### src/rtl/cymo_pkg.sv
// Shared definitions for the equal-precision frequency meter: measurement FSM
// encoding and the constants common to gate_gen and the downstream divider.
package cymo_pkg;

  typedef enum logic [1:0] {
    IDLE      = 2'd0,
    WAIT_OPEN = 2'd1,
    MEAS      = 2'd2,
    DONE      = 2'd3
  } meas_state_t;

  localparam int CNT_W_DEF = 32;
  localparam int F_CLK     = 50_000_000;

endpackage

### src/rtl/sig_sync_edge.sv
// Multi-stage synchroniser for an asynchronous input followed by a registered
// rising-edge pulse; the pulse appears STAGES+1 clocks after the pin edge.
module sig_sync_edge #(
  parameter int STAGES = 2
) (
  input  logic clk,
  input  logic rst,
  input  logic din,
  output logic rise
);

  logic [STAGES-1:0] sync;
  logic              last;

  // synchroniser chain, edge history and registered rising-edge pulse
  always_ff @(posedge clk) begin
    if (rst) begin
      sync <= {STAGES{1'b0}};
      last <= 1'b0;
      rise <= 1'b0;
    end else begin
      sync <= {sync[STAGES-2:0], din};
      last <= sync[STAGES-1];
      rise <= sync[STAGES-1] & ~last;
    end
  end

endmodule

### src/rtl/equ_prec_counter.sv
// Equal-precision counter: opens/closes the actual gate on synchronised sig_in
// rising edges and counts Clk cycles (fs) and signal periods (fx) inside it.
module equ_prec_counter #(
  parameter int CNT_W       = cymo_pkg::CNT_W_DEF,
  parameter int SYNC_STAGES = 2,
  parameter int TIMEOUT     = 100_000_000
) (
  input  logic             Clk,
  input  logic             Rst,
  input  logic             gate_test,
  input  logic             sig_in,
  output logic [CNT_W-1:0] fx_cnt,
  output logic [CNT_W-1:0] fs_cnt,
  output logic             data_valid,
  output logic             timeout,
  output logic             no_sig
);
  import cymo_pkg::*;

  generate
    if (SYNC_STAGES < 2) begin : g_bad_sync
      $error("equ_prec_counter: SYNC_STAGES must be at least 2");
    end
    if ((TIMEOUT < 2) || ((CNT_W < 63) && (longint'(TIMEOUT) >= (64'sd1 << CNT_W)))) begin : g_bad_timeout
      $error("equ_prec_counter: TIMEOUT must be at least 2 and below 2**CNT_W");
    end
  endgenerate

  localparam logic [CNT_W-1:0] ZERO    = {CNT_W{1'b0}};
  localparam logic [CNT_W-1:0] ONE     = {{(CNT_W-1){1'b0}}, 1'b1};
  localparam logic [CNT_W-1:0] TO_LAST = CNT_W'(TIMEOUT - 1);

  meas_state_t      state;
  logic             sig_rise;
  logic             gate_d;
  logic             armed;
  logic             gate_up;
  logic [CNT_W-1:0] fx;
  logic [CNT_W-1:0] fs;
  logic [CNT_W-1:0] fx_inc;
  logic [CNT_W-1:0] fs_inc;

  sig_sync_edge #(
    .STAGES (SYNC_STAGES)
  ) u_sig_sync (
    .clk  (Clk),
    .rst  (Rst),
    .din  (sig_in),
    .rise (sig_rise)
  );

  // armed stays low until the gate has been seen low once, so a gate that is
  // already high when reset releases cannot fake a rising edge
  assign gate_up = gate_test & ~gate_d & armed;
  assign fx_inc  = fx + (sig_rise ? ONE : ZERO);
  assign fs_inc  = fs + ONE;

  // measurement FSM; results are loaded on the closing edge so data_valid
  // coincides with the single DONE cycle
  always_ff @(posedge Clk) begin
    if (Rst) begin
      state      <= IDLE;
      gate_d     <= 1'b0;
      armed      <= 1'b0;
      fx         <= ZERO;
      fs         <= ZERO;
      fx_cnt     <= ZERO;
      fs_cnt     <= ZERO;
      data_valid <= 1'b0;
      timeout    <= 1'b0;
      no_sig     <= 1'b0;
    end else begin
      gate_d     <= gate_test;
      armed      <= armed | ~gate_test;
      data_valid <= 1'b0;
      case (state)
        IDLE: begin
          if (gate_up) begin
            state <= WAIT_OPEN;
          end else begin
            state <= IDLE;
          end
        end
        WAIT_OPEN: begin
          if (sig_rise) begin
            state <= MEAS;
            fx    <= ZERO;
            fs    <= ZERO;
          end else if (!gate_test) begin
            state      <= DONE;
            fx_cnt     <= ZERO;
            fs_cnt     <= ZERO;
            data_valid <= 1'b1;
            timeout    <= 1'b0;
            no_sig     <= 1'b1;
          end else begin
            state <= WAIT_OPEN;
          end
        end
        MEAS: begin
          fx <= fx_inc;
          fs <= fs_inc;
          if (fs_inc == TO_LAST) begin
            state      <= DONE;
            fx_cnt     <= fx_inc;
            fs_cnt     <= fs_inc;
            data_valid <= 1'b1;
            timeout    <= 1'b1;
            no_sig     <= 1'b0;
          end else if (sig_rise && !gate_test) begin
            state      <= DONE;
            fx_cnt     <= fx_inc;
            fs_cnt     <= fs_inc;
            data_valid <= 1'b1;
            timeout    <= 1'b0;
            no_sig     <= 1'b0;
          end else begin
            state <= MEAS;
          end
        end
        DONE: begin
          state <= IDLE;
        end
        default: begin
          state <= IDLE;
        end
      endcase
    end
  end

endmodule
### config.mk
export PLATFORM = sky130hd
export DESIGN_NAME = equ_prec_counter
export DESIGN_NICKNAME = d
export VERILOG_FILES = /design/src/rtl/cymo_pkg.sv /design/src/rtl/sig_sync_edge.sv /design/src/rtl/equ_prec_counter.sv
export SDC_FILE = /design/constraint.sdc
export NUM_CORES = 1
export LEC_CHECK = 0
export ABC_AREA = 1
export CORE_UTILIZATION = 55
export CTS_CLUSTER_SIZE = 16
export DETAILED_ROUTE_END_ITERATION = 10
export GPL_ROUTABILITY_DRIVEN = 0
export PLACE_DENSITY = 0.81
export SKIP_LAST_GASP = 1
export SYNTH_ARGS = -nofsm -noshare
export SYNTH_HDL_FRONTEND = slang
export SYNTH_SLANG_ARGS = --single-unit
### constraint.sdc
create_clock -name Clk -period 4.2 [get_ports Clk]
set_input_delay 0.42 -clock Clk [delete_from_list [all_inputs] [get_ports Clk]]
set_output_delay 0.42 -clock Clk [all_outputs]
set_load 0.02 [all_outputs]
* Word level (Yosys, flattened, before mapping)
Index checks and enable logic that the tools add are counted.
** Storage, ports and cells
- Bits in registers :: 139
- Word-level logic and storage cells :: 68
- Output and inout port bits :: 67
** Operators by class
- Add/sub/neg operators :: 2
- Equality and inequality tests :: 8
- Reductions and logical operators :: 6
- Muxes and demuxes :: 32
- Bitwise operators :: 7
** Operators by type and width (count)
- one-hot mux 32 bit (2 select lines) :: 4
- 2-to-1 mux 32 bit :: 7
- adder 32 x 1 -> 32 bit :: 1
- adder 32 x 1 -> 32 bit (second input constant) :: 1
- equality test 32 x 27 -> 1 bit (second input constant) :: 1
- 2-to-1 mux 1 bit :: 15
- one-hot mux 2 bit (4 select lines) :: 1
- one-hot mux 1 bit (2 select lines) :: 3
- equality test 2 bit (second input constant) :: 2
- 2-to-1 mux 2 bit :: 2
- != test 2 bit (second input constant) :: 2
- AND reduction 4 bit :: 1
- AND 1 bit :: 3
- != test 3 bit (second input constant) :: 1
- NOT 1 bit :: 3
- equality test 2 x 1 -> 1 bit (second input constant) :: 1
- logical NOT 2 bit :: 1
- != test 2 x 1 -> 1 bit (second input constant) :: 1
- AND reduction 2 bit :: 1
- nonzero test 2 bit :: 1
- logical AND 1 bit :: 1
- logical NOT 1 bit :: 1
- bitwise OR 1 bit :: 1

* Depth between registers and ports, before layout
Gate-level depths: netlist of run 1.
- Depth after elaboration :: 5
- Mapped depth :: 18
- Mapped depth without buffers :: 17

* Cells and area by module
Synthesis of run 1 repeated with hierarchy kept, for this count alone.
** Unflattened totals
- Cells, all modules :: 1102
- Area total of the unflattened synthesis :: 7024.2 um^2
** By module, submodules not included
- equ_prec_counter :: seq. area each 2702.6 um^2, instances 1, area an instance 6909.1 um^2, cells each 1090
- sig_sync_edge :: seq. area each 80.1 um^2, instances 1, area an instance 115.1 um^2, cells each 12

* Least setup slack after synthesis of run 1
OpenSTA, ideal clock, no wires.
- Path type :: reg2reg
- From :: register u_sig_sync.rise
- To :: register fx_cnt[30]
- Arrival time :: 2.248 ns
- Required time :: 4.088 ns
- Setup slack :: 1.840 ns
- Stages on the path, launching flop included :: 16
- Cell sequence :: dfxtp_1 ha_1 ha_1 nand2_1 nor2_1 nand3_1 or2_2 clkbuf_1 nor3_1 nand2_1 nor2_1 a21oi_1 o21ai_0 nand3_1 nand2_1 nor2_1
** Between the ends
- Word-level cells in the longest chain between the ends :: 5
** RTL lines
- from (decl) :: RTL line sig_sync_edge.sv:9 : output logic rise
- from (signal assigned) :: RTL line sig_sync_edge.sv:24 : rise <= sync[STAGES-1] & ~last;
- 2-to-1 mux 1 bit :: RTL line equ_prec_counter.sv:55 : assign fx_inc = fx + (sig_rise ? ONE : ZERO);
- adder 32 x 1 -> 32 bit :: RTL line equ_prec_counter.sv:55
- 2-to-1 mux 32 bit :: RTL line equ_prec_counter.sv:110 : end else if (sig_rise && !gate_test) begin
- 2-to-1 mux 32 bit :: RTL line equ_prec_counter.sv:103 : if (fs_inc == TO_LAST) begin
- one-hot mux 32 bit (2 select lines) :: RTL line equ_prec_counter.sv:76 : case (state)
- to (signal assigned) :: RTL line equ_prec_counter.sv:105 : fx_cnt <= fx_inc;
- to (signal assigned) :: RTL line equ_prec_counter.sv:112 : fx_cnt <= fx_inc;
- to (decl) :: RTL line equ_prec_counter.sv:12 : output logic [CNT_W-1:0] fx_cnt,
Several ways; a longest one is shown, not always the timed one. The select of a mux whose other input is x is not followed.
A chain may end at the register's enable or synchronous reset.

* Worst setup path after layout of run 1
- From :: register fs[0]
- To :: register fs_cnt[16]
** Between the ends
- Word-level cells in the longest chain between the ends :: 4
** RTL lines
- from (decl) :: RTL line equ_prec_counter.sv:39 : logic [CNT_W-1:0] fs;
- from (signal assigned) :: RTL line equ_prec_counter.sv:102 : fs <= fs_inc;
- adder 32 x 1 -> 32 bit (*) :: RTL line equ_prec_counter.sv:56 : assign fs_inc = fs + ONE;
- equality test 32 x 27 -> 1 bit or 2-to-1 mux 32 bit (tied branches) :: RTL line equ_prec_counter.sv:103, equ_prec_counter.sv:110
- != test 3 bit (no source line) or 2-to-1 mux 32 bit (tied branches)
- AND reduction 4 bit (no source line) or one-hot mux 32 bit (2 select lines) (tied branches)
- to (signal assigned) :: RTL line equ_prec_counter.sv:106 : fs_cnt <= fs_inc;
- to (signal assigned) :: RTL line equ_prec_counter.sv:113 : fs_cnt <= fs_inc;
- to (decl) :: RTL line equ_prec_counter.sv:13 : output logic [CNT_W-1:0] fs_cnt,
Every way passes the cells marked *; elsewhere a longest branch is shown, timed or not. The select of a mux whose other input is x is not followed.

==> flow_summary.ini, run 1 <==
[hold_path]
hold_depth = 1
hold_start = u_sig_sync.last
hold_end = u_sig_sync.rise
min_path_type = flip-flop to flip-flop

[synthesis]
synth_flop_cell = dfxtp_1
synth-seq-area-share = 0.393
ys_top_cells_by_count = nand2_1, nor2_1, dfxtp_1
synthArstFlopShare = 0
syn_inst = 1101
synth.avg_cell_area_um2 = 6.42
post-synth-top-area-cell = dfxtp_1
syn_area_um2 = 7070
synth_warnings = 0
yosysUniqueCellTypes = 36
yosysTopAreaCellShare = 0.393
synth_edf_count = 0
synth.most_common_cell = nand2_1
synthesis.nets = 1112
synth-seq-cells = 139
synthTopCellsByArea = dfxtp_1, nand2_1, nor2_1, a21oi_1, o21ai_0

[sta]
finalSetupTns_ns = 0
relSlewSlack = 0.193
skew_ns = 0.00873
tightest_slew_ns = 1.21
fin_hold_ws_ns = 0.402
fin_crit_sh = 0.810
setup_violations = 0
slew_violations = 0
max_freq_ghz = 0.294
rsz0062_at_grt = false
hold_viol_final = 0
min_period_ns = 3.40

[power_and_ir_drop]
switching_share = 0.243
p_clk_frac = 0.468
ir_drop_mv = 0.360
power_density_nw_per_um2 = 392
p_int_mw = 2.49
p_seq_frac = 0.432
p_switching_mw = 0.800
leakagePower_nw = 3.07
p_comb_frac = 0.100
finalPower_mw = 3.29

[final_layout]
drive_above_1_share = 0.0613
antenna_cells = 0
layout.nets = 1158
nFillCells = 1168
utilization = 0.668
area_growth_pct = 18.7
fin_area_um2 = 8400

[worst_setup_path]
critPathRequiredTime_ns = 4.52
path_max_fanout = 62
r2r_slack_ns = 0.80
critPathLaunch = fs[0]
endpoint_kind = flip-flop
critPathLaunchType = flip-flop
timing.rr.start = fs[0]
worstPathArrival_ns = 3.72
r2r_cells = 16
worstSetupPathType = flip-flop to flip-flop
r2r-end = fs_cnt[16]

[clock_tree]
clk_pin_slew_worst_paths_ns = 0.06
cts.sink_count = 139
cts_resized = 0
cts_max_level = 4
post_cts_buffers = 0
clockBufferDepth = 2
cts_hold_buffers = 0
cts_tree = built
cts_buffers = 17
cts_root_buffer = clkbuf_16
insertion_delay_ns = 0.43

[floorplanning]
die-area_um2 = 13300
start_util = 0.563
fp.dieW_um = 115
core_um2 = 12600
fp.dieH_um = 115
ios = 71
rows = 41

[route]
vias = 7024
wl_per_cell_um = 13.0
drtAntennaViolNets = 0
drc = 0
drt_iter0_drc = 522
firstDrtPassIters = 5
routed_wl_um = 17300
via_per_inst = 5.28

[placement]
dpl.hpwl_um = 11500
placed_area_um2 = 7800
port_buffers = 70

[grt]
grt.overflow.total = 0
grt_max_degree = 90
grt_pass1_wl_um = 28500
grt_antenna_before_repair = 0
grt_pass1_vias = 6148
grtUsageTotal = 0.274

[job]
maxCapViolations = 0

[run_status]
status = finished, final reports clean
## cell usage in the layout (no fill, tap or decap)
cell / n
nand2_1: 271
nor2_1: 243
dfxtp_1: 139
a21oi_1: 84
inv_1: 82
o21ai_0: 81
clkdlybuf4s50_1: 69
nand3_1: 56
clkbuf_16: 17
nand4_1: 12
nor2_2: 12
nor3_1: 10
or2_2: 10
nand3b_1: 8
ha_1: 7
xor2_1: 5
buf_4: 5
nor2_4: 4
o21bai_1: 4
clkbuf_8: 4
xnor2_1: 3
inv_2: 3
nor4_1: 3
bufinv_16: 3
clkinv_2: 3
nand2_2: 2
o21ai_1: 2
clkinv_4: 2
a31oi_1: 2
a211oi_1: 2
clkbuf_1: 2
and2_1: 1
nand3_2: 1
nand3_4: 1
nand2_4: 1
a31o_2: 1
a21oi_4: 1
o31ai_1: 1
buf_2: 1
## per-layer routing
metal | vias up | share of wire | global-route usage | wire [um]
li1 | 3597 | - | - | -
met1 | 3157 | 0.44 | 0.332 | 7550
met2 | 226 | 0.47 | 0.455 | 8190
met3 | 44 | 0.063 | 0.0701 | 1080
met4 | 0 | 0.028 | 0.129 | 486
met5 | - | 0 | 0 | 0
## power by group through the flow
stage	Clock (mW)	Combinational (mW)	Sequential (mW)
global route	1.62	0.368	1.43
CTS	1.56	0.332	1.42
finish	1.54	0.330	1.42
global placement	0	0.324	1.45
floorplan	0	0.174	1.49
detailed placement	0	0.331	1.45
## kinds of logic after synthesis
family                     synth area share
xor gates and xnor gates            0.00991
buffers and inverters                0.0798
DFF                                   0.393
AOI/OAI and AO/OA                     0.129
adders and majority gates            0.0124
and+or+nand+nor                       0.375
## state kept, by name (all words and copies together), names as in the netlist, 2 cells and up, named ones only
| name | flops |
|---|---|
| fs | 32 |
| fs_cnt | 32 |
| fx | 32 |
| fx_cnt | 32 |
| u_sig_sync.sync | 2 |
## metrics by stage
step	std cells	setup WS, ns
after global routing	1330	0.367
final	1330	0.797
after global placement	1300	0.940
after detailed placement	1300	0.819
after floorplan	1101	1.84
after CTS	1330	0.807
## worst max path at each step
stage,to,depth (start not counted)
global route,fs_cnt[16],16
floorplan,fx_cnt[30],15
CTS,fx_cnt[14],16
detailed placement,fx_cnt[14],16
finish,fs_cnt[16],16
global placement,fx_cnt[11],16
## worst max-delay path, cell delays in order (launching register included)
cell and delay [ns]:
dfxtp_1 0.39, ha_1 0.22, nand2_1 0.10, nor2_4 0.17, nand2_1 0.10, nor2_1 0.19
nand3_1 0.09, nand2_1 0.09, nor2_1 0.05, nand2_1 0.10, nor2_1 0.07, nand3_2 0.11
nand3_4 0.22, nand2_4 0.47, clkinv_4 0.53, nor2_1 0.24, nor2_1 0.06
## cell type report
cell class	instances	area [um2]	area share
tap	172	215	0.0256
sequential	139	2780	0.331
multi-input combinational	828	3740	0.445
inverter	86	328	0.0390
timing repair buffer	75	733	0.0873
clock inverter	7	114	0.0136
clock buffer	23	488	0.0581
Power figures use the tool's default switching activity.
==> run 2: changes to the inputs <==
CORE_UTILIZATION = 52   (was 55)
clock period = 3 ns   (was 4.2 ns; I/O delays follow)
==> run 2 against run 1 <==
  * Die area rose by 5.7%
  * Via count up 1.3%
  * First-iteration DRC count rose by 13%
  * Register-to-register slack worse by 0.64 ns
==> flow_summary.ini, run 2 (synthesized netlist as in run 1, its figures left out) <==
[final_layout]
mostFrequentLayoutCell = nand2_1
multi_input_area_um2 = 3760
drive_above_1_share = 0.0711
final_cell_mix = nand2_1, nor2_1, dfxtp_1
nFillCells = 1206
regArea_um2 = 2780
layout.nets = 1168
antenna_cells = 0
area_growth_pct = 20.4

[grt]
grt_max_degree = 60
grt.overflow.total = 0
grtUsageTotal = 0.260
grt_antenna_before_repair = 0
grt_pass1_vias = 6364
grt_pass1_wl_um = 29500

[sta]
min_period_ns = 2.84
skew_ns = 0.00640
max_freq_ghz = 0.352
rsz0062_at_grt = true
relSlewSlack = 0.305
slew_violations = 0
finalSetupTns_ns = 0
hold_viol_final = 0
fin_crit_sh = 0.947
setup_violations = 0
setup_slack_ns = 0.158
tightest_slew_ns = 1.04

[power_and_ir_drop]
p_seq_frac = 0.439
p_int_mw = 3.43
p_clk_frac = 0.453
p_switching_mw = 1.11
ir_drop_mv = 0.453
switching_share = 0.244
leakagePower_nw = 3.14
p_comb_frac = 0.108
power_density_nw_per_um2 = 533

[worst_setup_path]
max_stage_delay_ns = 0.40
path_max_fanout = 30
path_cells = ha_1 -> nand3_1 -> nor2_1 -> nand4_1 -> nand2_1 -> nand2_1 -> nor2_1 -> nand2_1 -> nor2_1 -> nand3_2 -> nand3_4 -> nand2_4 -> buf_4 -> o21ai_0 -> nor2_1
r2r-end = fs_cnt[13]
cpMaxStageDelayCell = dfxtp_1
timing.rr.start = fs[0]
path_common_cell = nor2_1
critPathRequiredTime_ns = 3.31
r2r_slack_ns = 0.16
r2r_cells = 15
worstPathArrival_ns = 3.15
worstSetupPathType = flip-flop to flip-flop
endpoint_kind = flip-flop
critPathLaunchType = flip-flop

[placement]
pre_cts_ws_ns = 0.0809
dpl.hpwl_um = 12100
port_buffers = 70

[clock_tree]
cts_root_buffer = clkbuf_16
cts_tree = built
cts_max_level = 4
cts.sink_count = 139
clk_pin_slew_worst_paths_ns = 0.06
insertion_delay_ns = 0.42
clockBufferDepth = 2
cts_buffers = 17

[floorplanning]
die-area_um2 = 14100
fp.dieH_um = 119
core_um2 = 13200
ios = 71
fp.dieW_um = 119
rows = 42
start_util = 0.534

[route]
wl_met2_um = 8370
via_per_inst = 5.29
highest_layer = met4
vias = 7114
wl_per_cell_um = 13.3
routed_wl_um = 17900
drc = 0
wl_met1_um = 8050
drt_iter0_drc = 589
firstDrtPassIters = 5
met3_length_um = 1150
drtAntennaViolNets = 0

[hold_path]
hold_depth = 1
hold_end = u_sig_sync.rise
hold_start = u_sig_sync.last
min_path_type = flip-flop to flip-flop

[run_status]
status = finished, final reports clean

[job]
maxCapViolations = 0
==> run 2: how the worst max path moves through the flow <==
stage	from	endpoint	slack (ns)	cells past startpoint
final	fs[0]	fs_cnt[13]	0.16	15
after detailed placement	fs[0]	fx_cnt[22]	0.08	17
after global routing	fs[0]	fs_cnt[16]	-0.04	17
after floorplan	u_sig_sync.rise	fx_cnt[30]	0.64	15
after global placement	fs[0]	fx_cnt[16]	0.17	15
after CTS	fs[0]	fx_cnt[22]	0.07	15
==> run 2: timing repair <==
action                                  4_1_cts  5_1_grt
buffers inserted                              0        1
hold buffers                                  0        0
gates resized for setup                       0       15
endpoints found under the setup margin        0       53
==> run 2: worst max-delay path: cells and delay by family, from the launching register on <==
family                     cells  cell delay, ns
buffers and inverters          1            0.26
DFF                            1            0.40
and+or+nand+nor               12            1.60
AOI/OAI and AO/OA              1            0.21
adders and majority gates      1            0.24
==> run 2: through the flow <==
stage | util | total power, mW | hold WS (ns) | instances | cell area (um2)
CTS | 0.641 | 4.56 | 0.384 | 1343 | 8490
finish | 0.643 | 4.54 | 0.389 | 1344 | 8510
floorplan | - | 2.33 | 0.374 | 1101 | 7070
global route | 0.643 | 4.71 | 0.409 | 1344 | 8510
detailed placement | 0.597 | 2.51 | 0.384 | 1313 | 7910
global placement | 0.597 | 2.50 | 0.378 | 1313 | 7910
==> run 2: power groups by stage <==
stage | Combinational [mW] | Sequential [mW] | Clock [mW]
6_report | 0.489 | 1.99 | 2.06
3_3_place_gp | 0.472 | 2.03 | 0
2_1_floorplan | 0.244 | 2.08 | 0
3_5_place_dp | 0.483 | 2.03 | 0
4_1_cts | 0.486 | 1.99 | 2.08
5_1_grt | 0.537 | 2.00 | 2.17
==> run 2: area by class of cell <==
class / count / share of cell area
Timing Repair Buffer: 85 / 0.0993
Multi-Input combinational cell: 828 / 0.441
Clock buffer: 24 / 0.0578
Sequential cell: 139 / 0.327
Clock inverter: 6 / 0.0103
Tap cell: 176 / 0.0259
Inverter: 86 / 0.0388
==> run 2: metal layers <==
metal	up-vias	global-route usage
li1	3620	-
met1	3216	0.326
met2	248	0.434
met3	30	0.0613
met4	0	0.0886
met5	-	0
